<file path="src/rtl/cam_in_loader.sv">
// rtl/cam_in_loader.sv - camera frame loader: byte stream into CAM_SRAM, then column-by-column drain
module cam_in_loader #(
  parameter int ROWS = 26,
  parameter int COLS = 34,
  parameter int DW   = 8
) (
  input  logic                 clk,
  input  logic                 rst_n,
  input  logic                 clear,
  input  logic [DW-1:0]        s_data,
  input  logic                 s_valid,
  output logic                 s_ready,
  output logic [DW-1:0]        sram_datain,
  output logic                 sram_wen,
  output logic [9:0]           sram_waddr,
  output logic [9:0]           sram_raddr,
  input  logic [ROWS*DW-1:0]   sram_dataout,
  output logic [ROWS*DW-1:0]   m_col,
  output logic [5:0]           m_col_idx,
  output logic                 m_valid,
  output logic                 m_last,
  input  logic                 m_ready,
  output logic                 frame_done
);

  localparam int         FRAME_BYTES = ROWS * COLS;
  localparam logic [9:0] WCNT_LAST   = 10'(FRAME_BYTES - 1);
  localparam logic [5:0] COL_LAST    = 6'(COLS - 1);

  typedef enum logic {
    LOAD  = 1'b0,
    DRAIN = 1'b1
  } state_t;

  state_t     state;
  state_t     state_next;
  logic [9:0] wcnt;
  logic [5:0] col_ptr;

  logic accept;
  logic handshake;
  logic last_byte;
  logic last_col;
  logic issue_read;

  assign s_ready   = (state == LOAD);
  assign accept    = s_valid && s_ready;
  assign handshake = m_valid && m_ready;
  assign last_byte = (wcnt == WCNT_LAST);
  assign last_col  = (col_ptr == COL_LAST);

  // A read is launched only once the final write has left the bus and no column is pending;
  // the SRAM captures memory[raddr] on that same edge, so m_valid and dataout line up.
  assign issue_read = (state == DRAIN) && !sram_wen && !m_valid;

  // SRAM read address and column index both track the column pointer directly.
  assign sram_raddr = {4'b0000, col_ptr};
  assign m_col_idx  = col_ptr;
  assign m_col      = sram_dataout;
  assign m_last     = m_valid && last_col;

  // State register.
  always_ff @(posedge clk or negedge rst_n) begin
    if (!rst_n) begin
      state <= LOAD;
    end else begin
      state <= state_next;
    end
  end

  // Next state: clear wins; last byte accepted moves to DRAIN; last column handshake returns to LOAD.
  always_comb begin
    state_next = state;
    if (clear) begin
      state_next = LOAD;
    end else if (state == LOAD) begin
      if (accept && last_byte) begin
        state_next = DRAIN;
      end
    end else begin
      if (handshake && last_col) begin
        state_next = LOAD;
      end
    end
  end

  // Write port: each accepted byte goes onto the SRAM bus one cycle later at its linear address.
  always_ff @(posedge clk or negedge rst_n) begin
    if (!rst_n) begin
      wcnt        <= '0;
      sram_wen    <= 1'b0;
      sram_waddr  <= '0;
      sram_datain <= '0;
    end else if (clear) begin
      wcnt     <= '0;
      sram_wen <= 1'b0;
    end else if (accept) begin
      sram_wen    <= 1'b1;
      sram_waddr  <= wcnt;
      sram_datain <= s_data;
      wcnt        <= last_byte ? 10'd0 : wcnt + 10'd1;
    end else begin
      sram_wen <= 1'b0;
    end
  end

  // Read sequencer: one read per column, hold on backpressure, pulse frame_done after the last column.
  always_ff @(posedge clk or negedge rst_n) begin
    if (!rst_n) begin
      col_ptr    <= '0;
      m_valid    <= 1'b0;
      frame_done <= 1'b0;
    end else if (clear) begin
      col_ptr    <= '0;
      m_valid    <= 1'b0;
      frame_done <= 1'b0;
    end else begin
      frame_done <= 1'b0;
      if (handshake) begin
        m_valid <= 1'b0;
        if (last_col) begin
          col_ptr    <= '0;
          frame_done <= 1'b1;
        end else begin
          col_ptr <= col_ptr + 6'd1;
        end
      end else if (issue_read) begin
        m_valid <= 1'b1;
      end
    end
  end

endmodule

</file>
<file path="config.mk">
export PLATFORM = sky130hd
export DESIGN_NAME = cam_in_loader
export DESIGN_NICKNAME = d
export VERILOG_FILES = /design/src/rtl/cam_in_loader.sv
export SDC_FILE = /design/constraint.sdc
export NUM_CORES = 1
export LEC_CHECK = 0
export CAP_MARGIN = 10
export CORE_AREA = 2 2 180 182
export DETAILED_ROUTE_END_ITERATION = 8
export DIE_AREA = 0 0 182 184
export HOLD_SLACK_MARGIN = 0.05
export PLACE_DENSITY = 0.47
export SLEW_MARGIN = 20
export SYNTH_ARGS = -nofsm -noshare
export SYNTH_HDL_FRONTEND = slang
export SYNTH_SLANG_ARGS = --single-unit
export TNS_END_PERCENT = 1
</file>
<file path="constraint.sdc">
create_clock -name clk -period 2.33 [get_ports clk]
set_input_delay 0.5825 -clock clk [delete_from_list [all_inputs] [get_ports clk]]
set_output_delay 0.5825 -clock clk [all_outputs]
set_load 0.05 [all_outputs]
</file>
==> results summary <==
At the worst endpoint, the required time is between 1.5 and 2 ns. The synthesis-stage register bit count is 38. The sink count of the clock tree is 38.

Traced cell by cell, the critical path runs through clkdlybuf4s50_1. The reported net switching power is 0.456 mW. The area growth from synthesis to layout is -14.8%. Counting distinct cell types in the post-synthesis netlist gives 39. The sequential area share after synthesis is 0.281. In the final routed layout, each cell accounts on average for 15.5 um.

In the final layout, the share of cells above drive strength 1 is 0.159. The final max-slew violation count came out at 0. The starting DRC count in detailed routing came out at 78. The max capacitance violation total is 0. The I/O pin total came out at between 400 and 500. Of the available clock period, the critical path in the final layout requires 0.971. For this design, the slowest cell found on the critical path is clkdlybuf4s50_1. The worst setup path is launched from a flop. The internal power of the cells came out at 1.18 mW. The final-layout fill cell count is about 3700. Setup repair after global routing left no endpoint under its margin.

The via count is 1825. The clock-pin slew on the worst setup and hold paths came out at 0.06 ns. The via count of the first global-routing pass came out at between 1500 and 2000. The number of logic stages on the critical path including buffering came out at 1.

The weighted congestion at the end of routability-driven global placement came out at approximately 0.70. The global-route wire length before repair is between 10 and 15 mm. The part of the total power dissipated in the clock network came out at 0.426. The worst path arrival time is roughly 1.7 ns. The number of H-tree levels is 2. The number of remaining DRC errors came out at 0. The clock reaches the later pin of the worst-skew pair after between 0.2 and 0.3 ns. The beginning of the worst register-to-register path is wcnt[0].

In this run the standard cell core region covers approximately 31000 um^2. Registers take 953 um^2. Synthesis produced 404 cells. In the final design database the tool counted about 470 nets.

The quantity of gates resized following cts is 0. The class of the most critical setup path is reg2out. Across the VDD grid, the largest voltage drop is 0.226 mV. The clock passes through at most 2 buffers. The number of I/O port buffers is 47. The count of synthesis-stage warnings from yosys is 0.

Clock tree synthesis selected as its root buffer the cell clkbuf_16. The power per unit of standard cell area is about 570 nW/um^2. The total half-perimeter wirelength after legalization and detailed placement came out at 8.03 mm. The combinational group share of total power is 0.145.

The worst reg-to-reg path cell count is 5. The post-route cell area came out at around 2900 um^2. The largest fanout of any net on the critical path came out at 8. The clock arrives with around 0.0081 ns of skew. The number of core rows is 65. The number of setup buffers added after CTS is 0.

The upper clock frequency limit is around 440 MHz. The worst setup path is captured at a primary output. The die covers ~33000 um^2. The initial utilization of the core area, before any placement, comes to 0.108. The flow ran to the end, and the final reports show no timing, DRC or antenna violations. Setup violations remaining at the end of the flow were counted as 0. The hold violation total from the final report is 0.

The final critical-path required period came out at between 2 and 2.5 ns. For this run, the slowest stage of the critical path takes ~0.87 ns. The slew at the pin with the worst max-slew slack is around 0.56 ns. The total negative setup slack came out at 0 ns. Measured along the x axis, the die boundary spans 182 um. In this run the mean area of a mapped cell was between 8 and 9 um^2. The number of clock buffers added by TritonCTS is 5.

The post-place instance area came out at roughly 2700 um^2. The number of hold buffers added after CTS was 0. Of the total power, registers draw 0.429. The pin count of the biggest net entering global routing came out at 39. TritonCTS built the clock tree. After synthesis the cells add up to 3390 um^2.

The detailed-route vias per instance is 2.82. The cell family contributing the most delay on the critical path is buffers and inverters. For flop-to-flop paths, the worst setup slack is slightly above 0.5 ns. The number of antenna violations at the first check in global routing is 2. The worst register-to-register path ends at wcnt[2]. Summed over all layers, the global routing overflow is 0. The global-route total usage across every layer is 0.0575.

The first TritonRoute pass finished after 4 iterations. The area of the multi-input gates is between 700 and 800 um^2. The worst pin sits at a relative slew slack of 0.624. The share of total power consumed by net switching is 0.278.

The final antenna diode count came out at 0. The y dimension of the die is about 180 um. The min-delay analysis places its worst path in the category in2async. The static leakage came out at about 1.1 nW.

The count of buffer and inverter cells on the critical path is 1. The final layout contains routed wiring with a total length of 10.0 mm. The number of antenna-violating nets in the routed design is 0.
[routing by layer]
layer / up-vias / GRT usage / share of wire
met4: 0 / 0.0497 / 0.087
met2: 192 / 0.0870 / 0.44
met1: 783 / 0.0477 / 0.29
li1: 741 / - / -
met3: 109 / 0.0477 / 0.18
met5: - / 0 / 0
[flip-flops by register name, summed over array words and instances (netlist names)]
| name | cells |
|---|---|
| m_valid | 1 |
| state | 1 |
| m_col_idx | 6 |
| sram_datain | 8 |
| sram_waddr | 10 |
| sram_wen | 1 |
| frame_done | 1 |
| wcnt | 10 |
[worst max path at each step]
stage | end | slack [ns] | startpoint
floorplan | m_last | 0.06 | m_col_idx[0]
global placement | wcnt[5] | 0.32 | s_valid
detailed placement | wcnt[5] | 0.30 | s_valid
CTS | m_last | 0.06 | m_col_idx[0]
finish | sram_raddr[3] | 0.07 | m_col_idx[3]
global route | m_last | 0.006 | m_col_idx[1]
[Yosys cell counts, drive strengths merged]
cell	number	area (um^2)
and3	1	6.26
nand3	3	15.0
and4	2	20.0
and2	3	18.8
nand4bb	1	27.5
nor2b	1	8.76
nand4	3	18.8
or3	4	25.0
clkbuf	3	11.3
nor3b	1	7.51
ha	3	37.5
xnor2	1	8.76
o211ai	1	7.51
o41a	1	11.3
nor4	1	6.26
a221o	1	10.0
nand2	68	255
conb	1	3.75
or4	1	7.51
a21o	1	7.51
dfrtp	38	951
a22o	1	8.76
xor2	4	35.0
o41ai	1	27.5
inv	5	18.8
nor3	4	20.0
o21ai	7	35.0
nor2	8	30.0
a41oi	1	8.76
o31a	1	8.76
a311oi	1	8.76
a21oi	5	25.0
o22ai	3	18.8
and4b	1	10.0
nand2b	2	12.5
buf	221	1650
[logic make-up after synthesis]
family,after synthesis,share of synthesized area
buf+inv,229,0.497
simple gates,104,0.144
flops,38,0.281
compound gates,24,0.0525
xor+xnor,5,0.0129
fa+ha+maj,3,0.0111
other cells,1,0.00111
[layout make-up]
| type | count | share of cell area |
|---|---|---|
| Multi-Input combinational cell | 140 | 0.267 |
| Timing Repair Buffer | 54 | 0.171 |
| Inverter | 5 | 0.00650 |
| Sequential cell | 38 | 0.330 |
| Clock buffer | 7 | 0.0494 |
| Tap cell | 402 | 0.174 |
| Clock inverter | 1 | 0.00173 |
[worst reg2reg max path: stages (launching register included)]
cell and delay (ns):
dfrtp_1 0.44, ha_1 0.32, nand4bb_4 0.16, o41ai_4 0.46
o22ai_1 0.14, a21o_1 0.19
[cell usage in the layout, fill, tap and decap left out, types with 2 or more instances in the layout]
cell type and instances:
xor2_1 4, a21oi_1 5, o21ai_1 2, clkbuf_16 5, nor3_1 4, o21ai_0 5, dfrtp_2 2, ha_1 3
or3_1 4, buf_4 21, inv_1 4, nand4_1 3, dfrtp_1 36, nand2_1 68, conb_1 4, and2_1 3
nand2b_1 2, nor2_1 8, nand3_1 3, clkdlybuf4s50_1 31, and4_2 2, o22ai_1 3
[stage by stage]
step	util	cells	hold slack (ns)	power [mW]	setup slack (ns)
2_1_floorplan	-	407	0.287	1.82	0.0583
3_3_place_gp	0.0869	639	0.464	0.963	0.323
3_5_place_dp	0.0869	639	0.467	0.963	0.297
4_1_cts	0.0916	647	0.387	1.67	0.0552
5_1_grt	0.0919	647	0.409	1.72	0.00588
6_report	0.0919	647	0.353	1.64	0.0685
[power groups by stage]
stage | Combinational [mW] | Sequential (mW) | Clock [mW]
final | 0.239 | 0.704 | 0.699
after global routing | 0.259 | 0.708 | 0.755
after CTS | 0.247 | 0.705 | 0.720
after detailed placement | 0.247 | 0.716 | 0
after global placement | 0.246 | 0.717 | 0
after floorplan | 1.03 | 0.791 | 0
No activity file was read; power rests on OpenSTA's default activity.
